<file path="src/rtl/spmdv_pkg.sv">
// spmdv_pkg: shared constants for the SpMDV feeder and its bench.
// Holds default byte counts, contiguous base addresses, counter width and
// the FSM state encoding, plus a helper that identifies weight/bias phases.
package spmdv_pkg;

  localparam int CTR_W = 15;

  localparam int DEF_N_WVAL = 12288;
  localparam int DEF_N_WPOS = 12288;
  localparam int DEF_N_BIAS = 256;
  localparam int DEF_N_VEC  = 4096;

  // Base addresses for the default layout (weights, positions, bias, vector).
  localparam int DEF_BASE_WVAL = 0;
  localparam int DEF_BASE_WPOS = DEF_N_WVAL;
  localparam int DEF_BASE_BIAS = DEF_N_WVAL + DEF_N_WPOS;
  localparam int DEF_BASE_VEC  = DEF_N_WVAL + DEF_N_WPOS + DEF_N_BIAS;

  localparam logic [2:0] ST_IDLE = 3'd0;
  localparam logic [2:0] ST_WVAL = 3'd1;
  localparam logic [2:0] ST_WPOS = 3'd2;
  localparam logic [2:0] ST_BIAS = 3'd3;
  localparam logic [2:0] ST_VEC  = 3'd4;
  localparam logic [2:0] ST_FIN  = 3'd5;

  // Weight-side phases are the ones driven by ld_w_request.
  function automatic logic is_weight_phase(input logic [2:0] st);
    return (st == ST_WVAL) || (st == ST_WPOS) || (st == ST_BIAS);
  endfunction

endpackage

</file>
<file path="src/rtl/spmdv_phase_ctr.sv">
// spmdv_phase_ctr: per-phase byte counter with limit, grant and last flag.
// Ports: clk, rst (sync, active-high), clr (force to 0), req (consumer request),
//   limit (phase byte count), cnt (current index), grant, last (final byte granted).
module spmdv_phase_ctr
  import spmdv_pkg::*;
(
  input  logic             clk,
  input  logic             rst,
  input  logic             clr,
  input  logic             req,
  input  logic [CTR_W-1:0] limit,
  output logic [CTR_W-1:0] cnt,
  output logic             grant,
  output logic             last
);

  logic [CTR_W-1:0] cnt_q;
  logic [CTR_W-1:0] cnt_d;

  assign cnt   = cnt_q;
  assign grant = req && (cnt_q < limit);
  assign last  = grant && (cnt_q == (limit - 1'b1));

  // The final grant clears the counter so the next phase starts at index 0
  // on the very next cycle; this also keeps the count from ever wrapping.
  always_comb begin
    cnt_d = cnt_q;
    if (clr || last) begin
      cnt_d = '0;
    end else if (grant) begin
      cnt_d = cnt_q + 1'b1;
    end
  end

  always_ff @(posedge clk) begin
    if (rst) begin
      cnt_q <= '0;
    end else begin
      cnt_q <= cnt_d;
    end
  end

endmodule

</file>
<file path="src/rtl/spmdv_feeder.sv">
// spmdv_feeder: streams weight values, weight positions, bias and vector bytes
// from a byte memory to a consumer, one byte per granted request.
// Ports: clk, rst (sync, active-high), start; ld_w_request / raw_data_request
//   from the consumer; mem_rd/mem_addr/mem_rdata to memory (1-cycle read);
//   raw_input + w_input_valid/raw_data_valid to consumer; start_init; done.
module spmdv_feeder
  import spmdv_pkg::*;
#(
  parameter int N_WVAL = DEF_N_WVAL,
  parameter int N_WPOS = DEF_N_WPOS,
  parameter int N_BIAS = DEF_N_BIAS,
  parameter int N_VEC  = DEF_N_VEC
) (
  input  logic             clk,
  input  logic             rst,
  input  logic             start,
  input  logic             ld_w_request,
  input  logic             raw_data_request,
  output logic             mem_rd,
  output logic [CTR_W-1:0] mem_addr,
  input  logic [7:0]       mem_rdata,
  output logic             start_init,
  output logic [7:0]       raw_input,
  output logic             w_input_valid,
  output logic             raw_data_valid,
  output logic             done
);

  localparam logic [CTR_W-1:0] LIM_WVAL  = CTR_W'(N_WVAL);
  localparam logic [CTR_W-1:0] LIM_WPOS  = CTR_W'(N_WPOS);
  localparam logic [CTR_W-1:0] LIM_BIAS  = CTR_W'(N_BIAS);
  localparam logic [CTR_W-1:0] LIM_VEC   = CTR_W'(N_VEC);
  localparam logic [CTR_W-1:0] BASE_WPOS = CTR_W'(N_WVAL);
  localparam logic [CTR_W-1:0] BASE_BIAS = CTR_W'(N_WVAL + N_WPOS);
  localparam logic [CTR_W-1:0] BASE_VEC  = CTR_W'(N_WVAL + N_WPOS + N_BIAS);

  logic [2:0]       state_q;
  logic [2:0]       state_d;
  logic             w_vld_q;
  logic             w_vld_d;
  logic             r_vld_q;
  logic             r_vld_d;

  logic             phase_req;
  logic [CTR_W-1:0] phase_lim;
  logic [CTR_W-1:0] phase_base;
  logic [CTR_W-1:0] cnt;
  logic             grant;
  logic             last;

  // Select which request line, limit and base address the shared counter
  // serves in the current phase. Outside the four data phases nothing is granted.
  always_comb begin
    phase_req  = 1'b0;
    phase_lim  = '0;
    phase_base = '0;
    case (state_q)
      ST_WVAL: begin
        phase_req  = ld_w_request;
        phase_lim  = LIM_WVAL;
      end
      ST_WPOS: begin
        phase_req  = ld_w_request;
        phase_lim  = LIM_WPOS;
        phase_base = BASE_WPOS;
      end
      ST_BIAS: begin
        phase_req  = ld_w_request;
        phase_lim  = LIM_BIAS;
        phase_base = BASE_BIAS;
      end
      ST_VEC: begin
        phase_req  = raw_data_request;
        phase_lim  = LIM_VEC;
        phase_base = BASE_VEC;
      end
      default: begin
        phase_req  = 1'b0;
      end
    endcase
  end

  spmdv_phase_ctr u_ctr (
    .clk   (clk),
    .rst   (rst),
    .clr   (state_q == ST_IDLE),
    .req   (phase_req),
    .limit (phase_lim),
    .cnt   (cnt),
    .grant (grant),
    .last  (last)
  );

  // The state moves on the edge after the last grant, so the state register
  // already shows the next phase in the cycle the last byte's valid appears.
  // That is why the valid type is captured at grant time rather than decoded
  // from the state.
  always_comb begin
    state_d = state_q;
    case (state_q)
      ST_IDLE: if (start) state_d = ST_WVAL;
      ST_WVAL: if (last)  state_d = ST_WPOS;
      ST_WPOS: if (last)  state_d = ST_BIAS;
      ST_BIAS: if (last)  state_d = ST_VEC;
      ST_VEC:  if (last)  state_d = ST_FIN;
      ST_FIN:             state_d = ST_IDLE;
      default:            state_d = ST_IDLE;
    endcase
    w_vld_d = grant && is_weight_phase(state_q);
    r_vld_d = grant && (state_q == ST_VEC);
  end

  always_ff @(posedge clk) begin
    if (rst) begin
      state_q <= ST_IDLE;
      w_vld_q <= 1'b0;
      r_vld_q <= 1'b0;
    end else begin
      state_q <= state_d;
      w_vld_q <= w_vld_d;
      r_vld_q <= r_vld_d;
    end
  end

  // Every output is forced low while reset is held, including the
  // combinational memory strobe and address.
  assign mem_rd         = grant && !rst;
  assign mem_addr       = rst ? '0 : (phase_base + cnt);
  assign start_init     = !rst && is_weight_phase(state_q);
  assign w_input_valid  = !rst && w_vld_q;
  assign raw_data_valid = !rst && r_vld_q;
  assign raw_input      = (!rst && (w_vld_q || r_vld_q)) ? mem_rdata : 8'h00;
  assign done           = !rst && (state_q == ST_FIN);

endmodule

</file>
<file path="config.mk">
export PLATFORM = sky130hd
export DESIGN_NAME = spmdv_feeder
export DESIGN_NICKNAME = d
export VERILOG_FILES = /design/src/rtl/spmdv_pkg.sv /design/src/rtl/spmdv_phase_ctr.sv /design/src/rtl/spmdv_feeder.sv
export SDC_FILE = /design/constraint.sdc
export NUM_CORES = 1
export LEC_CHECK = 0
export CORE_MARGIN = 5
export CORE_UTILIZATION = 55
export DETAILED_ROUTE_END_ITERATION = 6
export GPL_TIMING_DRIVEN = 0
export PLACE_DENSITY = 0.83
export REMOVE_ABC_BUFFERS = 1
export SLEW_MARGIN = 20
export SYNTH_ARGS = -nofsm -noshare
export SYNTH_HDL_FRONTEND = slang
export SYNTH_HIERARCHICAL = 1
export SYNTH_SLANG_ARGS = --single-unit
</file>
<file path="constraint.sdc">
create_clock -name clk -period 7.55 [get_ports clk]
set_clock_uncertainty 0.15 [all_clocks]
set_input_delay 1.1325 -clock clk [delete_from_list [all_inputs] [get_ports clk]]
set_output_delay 1.1325 -clock clk [all_outputs]
set_load 0.02 [all_outputs]
</file>
Yosys cells after proc, flatten, opt, wreduce, memory -nomap -nowiden

Cells that the tools add are included.

Flip-flop bits (word level): 20
Input port bits: 13
Output and inout port bits: 28
Logic and storage cells: 50

Mux-type cells: 11
Reduce and logical (&&, ||, !) cells: 20
Add/sub/neg operators: 3
Eq/ne operators: 11
Order comparisons: 1

Operators with widths:

| cell                                                                  | count |
|---|---|
| 15-bit one-hot mux with 3 select lines                                | 1 |
| 14-bit one-hot mux with 3 select lines                                | 1 |
| 15-bit by 1-bit adder with 15-bit output (second input constant)      | 1 |
| 15-bit adder                                                          | 1 |
| 15-bit == test                                                        | 1 |
| 15-bit by 14-bit less-than comparator with 1-bit output               | 1 |
| 15-bit 2-to-1 mux                                                     | 1 |
| 3-bit 2-to-1 mux                                                      | 5 |
| 3-bit one-hot mux with 5 select lines                                 | 1 |
| 14-bit by 1-bit subtractor with 15-bit output (second input constant) | 1 |
| 1-bit logical AND                                                     | 10 |
| 8-bit 2-to-1 mux                                                      | 1 |
| 2-bit by 1-bit != test with 1-bit output (second input constant)      | 4 |
| 3-bit by 2-bit == test with 1-bit output (second input constant)      | 2 |
| 3-bit == test (second input constant)                                 | 2 |
| 5-bit AND reduction                                                   | 1 |
| 1-bit logical OR                                                      | 4 |
| 2-bit OR reduction                                                    | 2 |
| 3-bit by 1-bit == test with 1-bit output (second input constant)      | 1 |
| 3-bit logical NOT                                                     | 1 |
| 3-bit OR reduction                                                    | 1 |
| 2-bit != test (second input constant)                                 | 1 |
| 1-bit one-hot mux with 2 select lines                                 | 1 |
| 1-bit logical NOT                                                     | 1 |

Depth between registers and ports, before layout

Gate-level depths: netlist (run 1).

Depth in word-level cells: 8
Depth in mapped cells: 14
Mapped depth without buffers: 13

Cells and area by module

Netlist (run 1), hierarchy kept.

By module, submodules not included:

| module          | cells each | area an instance (um2) | seq. area each (um2) | instances |
|---|---|---|---|---|
| spmdv_phase_ctr | 218        | 1,725.4                | 300.3                | 1 |
| spmdv_feeder    | 91         | 639.4                  | 100.1                | 1 |

Worst setup path before layout (run 1)

OpenSTA, ideal clock, no wires.

Path type: reg2out
From: register state_q[2]
To: output mem_rd
Path slack: 4,129 ps
Path buffers: 2
Arrival time: 2,138 ps
Cell stages (with the launch flop): 12
Required time: 6,267 ps
Cells stage by stage: dfxtp_1 > clkbuf_1 > xnor2_1 > o21ai_1 > inv_1 > ha_1 > o2111a_1 > o2111ai_1 > and3_2 > buf_6 > nand2b_1 > inv_1

Cells in the longest elaborated chain, start to end: 6
Elaborated cells on any way between the ends: 11
Classes of those cells: 1 x order compare; 4 x eq/ne; 2 x mux; 4 x reduce/logical

Ends and longest elaborated chain:

| element                                                                                                     | RTL line              | RTL |
|---|---|---|
| from (decl)                                                                                                 | spmdv_feeder.sv:37    | `logic [2:0] state_q;` |
| from (signal assigned)                                                                                      | spmdv_feeder.sv:119   | `state_q <= state_d;` |
| 3-bit by 1-bit == test with 1-bit output / 3-bit by 2-bit == test with 1-bit output (equally long branches) | spmdv_feeder.sv:57    | `case (state_q)` |
| 2-bit OR reduction (no line)                                                                                | --                    |  |
| 14-bit one-hot mux with 3 select lines (*)                                                                  | spmdv_feeder.sv:57    |  |
| net phase_lim[12]                                                                                           | spmdv_feeder.sv:45    | `logic [CTR_W-1:0] phase_lim;` |
| 15-bit by 14-bit less-than comparator with 1-bit output (*)                                                 | spmdv_phase_ctr.sv:21 | `assign grant = req && (cnt_q < limit);` |
| 1-bit logical AND (*)                                                                                       | spmdv_phase_ctr.sv:21 |  |
| net grant                                                                                                   | spmdv_feeder.sv:48    | `logic grant;` |
| 1-bit logical AND (*)                                                                                       | spmdv_feeder.sv:127   | `assign mem_rd = grant && !rst;` |
| to (decl)                                                                                                   | spmdv_feeder.sv:19    | `output logic mem_rd,` |

Mark *: on every way through the listed nets, which the timed path passes. The rest lies on a longest branch.

Final worst setup path (run 1)

From: input rst
To: output raw_input[7]

Cells in the longest elaborated chain, start to end: 3

Ends and longest elaborated chain:

| element           | RTL line            | RTL |
|---|---|---|
| from (decl)       | spmdv_feeder.sv:15  | `input logic rst,` |
| 1-bit logical NOT | spmdv_feeder.sv:132 | `assign raw_input = (!rst && (w_vld_q \|\| r_vld_q)) ? mem_rdata : 8'h00;` |
| 1-bit logical AND | spmdv_feeder.sv:132 |  |
| 8-bit 2-to-1 mux  | spmdv_feeder.sv:132 |  |
| to (decl)         | spmdv_feeder.sv:23  | `output logic [7:0] raw_input,` |

No other way between the ends.

==> reports/results.tsv, run 1 <==
metric	value	unit
RSZ-0062 raised after global routing	no	
fillers	383	
PortBufs	40	
Seq pwr share	47.7	%
Synth Area in Adders	11.1	%
post_cts resized	0	
commonest non-fill, non-tap cell in the layout	conb_1	
smallest hold slack	0.459	ns
slowest stage delay, CP	0.88	ns
Reg2Reg Capture Point	state_q[0]	
Layout Utilization	71.2	%
Pint	0.000164	W
Critical Path Fanout Max	25	
P_leak	1.18	nW
combinational share of power	22.5	%
cell repeated most along the worst path	clkdlybuf4s50_1	
Syn Area/Cell	7.65	um^2
min setup slack post-route	2.93	ns
crit end category	output port	
switching fraction of total power	27.5	%
CTS buffer count	3	
R2R Setup Slk	4.15	ns
EDFF count, synth	0	
switching power	0.0000621	W
Max-Cap Viols	0	
Clock power frac	29.7	%
Critical Path Slowest Stage Cell	clkdlybuf4s50_1	
Worst Hold Path EP	u_ctr/cnt[8]	
first-pass detailed-route iteration total	4	
setup violators final	0	
core footprint	0.00409	mm^2
Rows	23	
crit path time final	4.62	ns
Die Wd	75.6	um
area delta synth->final	23.1	%
Setup TNS	0	ns
vias in the first global route	2230	
fin nets	420	
layout cell share with drive strength beyond 1	5.21	%
WL final	5530	um
largest family of logic cells by synthesized area	simple AND/OR/NAND/NOR gates	
wire length per cell	12.7	um
Worst EP arrival	3.34	ns
hpwl dp	4340	um
Initial DRC Count	149	
area of the multi-input gates	0.00193	mm^2
post-synth cell types	64	
Die Ht	75.6	um
max-slew violation count	0	
outcome	completed	
pin count of the biggest net entering global routing	26	
Synth Register Bits	20	
Syn Std Cell Area	0.00236	mm^2
Slew HR	39.9	%
worst slew pin tran	0.898	ns
CTS tree	built	
grt total ovfl	0	
first-pass GRT wire length	9670	um
most frequent cells in the layout	conb_1 (48), clkdlybuf4s50_1 (40), nor2_1 (32)	
Post-CTS Setup Bufs	0	
CTS sink cnt	20	
Total GRT Usage	21.0	%
Pwr Density	77.7	mW/mm^2
Min-Delay Path Class	reg2reg	
CP startpoint kind	input pin	
Vias/cell	5.37	
GPL Wtd Cong	0.827	
critical path type	in2out	
root buf cell	clkbuf_8	
register area	400	um^2
HP Start	u_ctr/cnt[8]	
die footprint	0.00571	mm^2
Inserted Diodes	0	
post-route ant nets	0	
Post-synth top flop	dfxtp_1	
maximum vdd ir drop	0.0000884	V
initial antenna violation count	0	
Post-Synth Simple-Gate Area	34.4	%
final cell count without fillers	434	
# IOs	41	
Post-Syn Instances	309	
worst-path cell chain	clkdlybuf4s50_1, nor2_1, and2_1, clkdlybuf4s50_1	
Synth Area in Compound Gates	14.6	%
Clock Latency Late Sink	0.25	ns
Warnings, synthesis	6	
fmax	216	MHz
r2r worst-path depth	10	
Hold Path Depth	2	
Vias	2331	
ys async rst share	0	%
residual DRC count	0	
reg-to-reg startpoint	state_q[2]	
Final Hold Fails	0	
final worst-path cycle share	61.2	%
Post-Place Cells	431	
mux share of post-synthesis cell area	0.899	%
hold_buf cts	0	
CTS Buffer Depth	2	
xor-xnor portion of the synthesized cell area	13.2	%
# H-tree levels	1	
pre-CTS setup slack	2.91	ns
Critical Path RT	6.27	ns
sequential area share after synthesis	16.9	%
Starting Density	57.9	%
clk slew on worst S/H paths	0.07	ns
[critical path, delay by kind of cell]
family | cells | cell delay (ns)
and+or+nand+nor | 2 | 0.73
buffers and inverters | 2 | 1.48
[cell usage after synthesis, types with 3 or more instances]
cell,instances,area share [%]
nor2_1,32,5.1
ha_1,21,11
dfxtp_1,20,17
nand2_1,19,3.0
xor2_1,19,7.0
inv_1,18,2.9
a21oi_1,16,3.4
xnor2_1,14,5.2
nand3_1,13,2.8
nor2b_1,12,3.2
nor3_1,11,2.3
o21ai_0,11,2.3
and2_1,9,2.4
and3_1,7,1.9
buf_6,7,3.3
nand4_1,7,1.9
or3_1,7,1.9
nand2b_1,5,1.3
a31oi_1,3,0.79
clkbuf_1,3,0.48
nor4_1,3,0.79
[how the worst max path moves through the flow]
stage / startpoint / end / slack, ns / cells after the start
after CTS: rst / raw_input[4] / 2.90 / 4
final: rst / raw_input[7] / 2.93 / 4
after detailed placement: rst / raw_input[4] / 2.91 / 4
after global placement: rst / raw_input[6] / 2.97 / 4
after global routing: rst / raw_input[4] / 2.72 / 4
after floorplan: ld_w_request / mem_rd / 4.25 / 7
[sequential cells by signal, indices dropped and copies added (netlist names)]
register and cells:
r_vld_q 1, u_ctr/cnt 15, w_vld_q 1, state_q 3
[power groups by stage]
stage | Clock, W | Combinational [W] | Sequential [W]
floorplan | 0 | 0.0000344 | 0.000110
finish | 0.0000672 | 0.0000510 | 0.000108
CTS | 0.0000680 | 0.0000483 | 0.000108
global route | 0.0000728 | 0.0000578 | 0.000108
detailed placement | 0 | 0.0000480 | 0.000110
global placement | 0 | 0.0000470 | 0.000110
[through the flow]
step / power (W) / instance area [um^2]
after global placement: 0.000157 / 2870
after floorplan: 0.000144 / 2410
after CTS: 0.000224 / 2910
final: 0.000226 / 2910
after global routing: 0.000238 / 2910
after detailed placement: 0.000158 / 2870
[layer usage]
metal  up-vias  global-route usage [%]  part of all wire (%)
met5         -                       0                     0
met4         0                    3.88                  0.27
met3         2                    3.17                   4.0
met2        48                    38.4                    51
met1      1089                    26.1                    44
li1       1192                       -                     -
[final cells by class]
cell class,count,share of cell area (%)
multi-input cells,302,66.5
flip-flops and latches,20,13.8
repair buffers,40,13.8
inverters,19,2.45
well taps,50,2.15
clock buffers,3,1.42
[logic make-up after synthesis]
group	count (synthesis)
and+or+nand+nor	145
AOI/OAI and AO/OA	52
xor gates and xnor gates	34
buffers and inverters	34
adders and majority gates	21
DFF	20
muxes	2
other	1
(Power assumes the default switching activity.)
==> inputs of run 2 (changes only) <==
--- a/config.mk
+++ b/config.mk
@@ -6,10 +6,10 @@
 export NUM_CORES = 1
 export LEC_CHECK = 0
 export CORE_MARGIN = 5
-export CORE_UTILIZATION = 55
+export CORE_UTILIZATION = 49
 export DETAILED_ROUTE_END_ITERATION = 6
 export GPL_TIMING_DRIVEN = 0
-export PLACE_DENSITY = 0.83
+export PLACE_DENSITY = 0.78
 export REMOVE_ABC_BUFFERS = 1
 export SLEW_MARGIN = 20
 export SYNTH_ARGS = -nofsm -noshare
==> constraint.sdc (replaced) <==
create_clock -name clk -period 4 [get_ports clk]
set_clock_uncertainty 0.15 [all_clocks]
set_input_delay 0.6 -clock clk [delete_from_list [all_inputs] [get_ports clk]]
set_output_delay 0.6 -clock clk [all_outputs]
set_load 0.02 [all_outputs]
==> reports/results.tsv, run 2 (synthesized netlist as in run 1, its figures left out) <==
metric	value	unit
residual DRC count	0	
critical path type	reg2out	
worst slew pin tran	0.909	ns
Inserted Diodes	0	
setup violators final	0	
smallest hold slack	0.444	ns
Vias/cell	5.29	
Initial DRC Count	155	
post-route ant nets	0	
# IOs	41	
final worst-path cycle share	93.1	%
wire length per cell	12.4	um
CP startpoint kind	flop	
CTS Buffer Depth	2	
first-pass GRT wire length	9630	um
GPL Wtd Cong	0.832	
CTS sink cnt	20	
vias in the first global route	2198	
Setup TNS	0	ns
fillers	439	
Total GRT Usage	18.3	%
Worst EP arrival	2.98	ns
fmax	268	MHz
core footprint	0.00469	mm^2
Die Wd	79.5	um
Starting Density	50.4	%
Largest register FFs	15	
P_leak	1.19	nW
most frequent cells in the layout	conb_1 (48), clkdlybuf4s50_1 (40), nor2_1 (32)	
fin nets	420	
pre-CTS setup slack	0.472	ns
Pwr Density	154	mW/mm^2
# H-tree levels	1	
Max-Cap Viols	0	
commonest non-fill, non-tap cell in the layout	conb_1	
max-slew violation count	0	
area of the multi-input gates	0.00193	mm^2
Post-CTS Setup Bufs	0	
PortBufs	40	
grt total ovfl	0	
Critical Path RT	3.25	ns
crit path time final	3.73	ns
post-route cell area	0.00293	mm^2
root buf cell	clkbuf_8	
initial antenna violation count	0	
Layout Utilization	62.5	%
WL final	5460	um
CTS buffer count	3	
maximum vdd ir drop	0.000155	V
outcome	completed	
Rows	25	
min setup slack post-route	0.275	ns
CTS tree	built	
crit end category	output port	
Slew HR	39.2	%
Critical Path Fanout Max	12	
clk slew on worst S/H paths	0.07	ns
Min-Delay Path Class	reg2reg	
Die Ht	79.5	um
Vias	2324	
die footprint	0.00632	mm^2
RSZ-0062 raised after global routing	no	
Clock Latency Late Sink	0.26	ns
register area	403	um^2
Placed Area	0.00287	mm^2
hpwl dp	4230	um
pin count of the biggest net entering global routing	26	
Final Hold Fails	0	
area delta synth->final	24.0	%
first-pass detailed-route iteration total	4	
layout cell share with drive strength beyond 1	5.97	%
run 2: cell count changes in the layout (fill, tap and decap cells not counted):
cell      delta
clkbuf_8     +1
dfxtp_1      -2
dfxtp_2      +2
run 2: critical path, stage by stage, from the launching register on:
cell and delay (ns):
dfxtp_1 0.58, and3b_4 0.32, inv_1 0.08, ha_1 0.29, a21oi_1 0.12, o21ai_0 0.09, nand2_1 0.07, and3_2 0.34
nand2b_1 0.14, inv_1 0.07, clkdlybuf4s50_1 0.60
run 2: through the flow:
stage                     instances  power [W]
final                           439   0.000452
after CTS                       439   0.000453
after global routing            439   0.000482
after global placement          435   0.000297
after detailed placement        435   0.000299
after floorplan                 341   0.000272
run 2: layout make-up:
cell class              count  share of cell area [%]
well taps                  54                    2.30
clock buffers               4                    1.88
repair buffers             40                    13.7
flip-flops and latches     20                    13.7
inverters                  19                    2.43
multi-input cells         302                    66.0
run 2: where the power goes:
group / internal (W) / switching, W / total, W
Clock: 0.0000876 / 0.0000648 / 0.000152
Sequential: 0.000200 / 0.00000328 / 0.000203
Combinational: 0.0000424 / 0.0000534 / 0.0000958
Total: 0.000330 / 0.000122 / 0.000452
run 2: repair_timing:
action                                  in CTS  in global routing
hold buffers                                 0                  0
resized for setup                            0                  2
endpoints found under the setup margin       0                  1
run 2: layer usage:
layer / part of all wire [%] / track usage, %
met4: 0.82 / 3.95
met3: 5.9 / 4.06
met2: 47 / 31.6
met5: 0 / 0
met1: 46 / 23.1
run 2: final timing paths:
| kind | cells past startpoint | slack, ns | endpoint | start |
|---|---|---|---|---|
| worst max register to register | 12 | 0.77 | state_q[0] | state_q[0] |
| worst max-delay path | 10 | 0.27 | mem_rd | state_q[0] |
| worst min-delay path | 2 | 0.44 | u_ctr/cnt[8] | u_ctr/cnt[8] |
| worst min register to register | 2 | 0.44 | u_ctr/cnt[8] | u_ctr/cnt[8] |
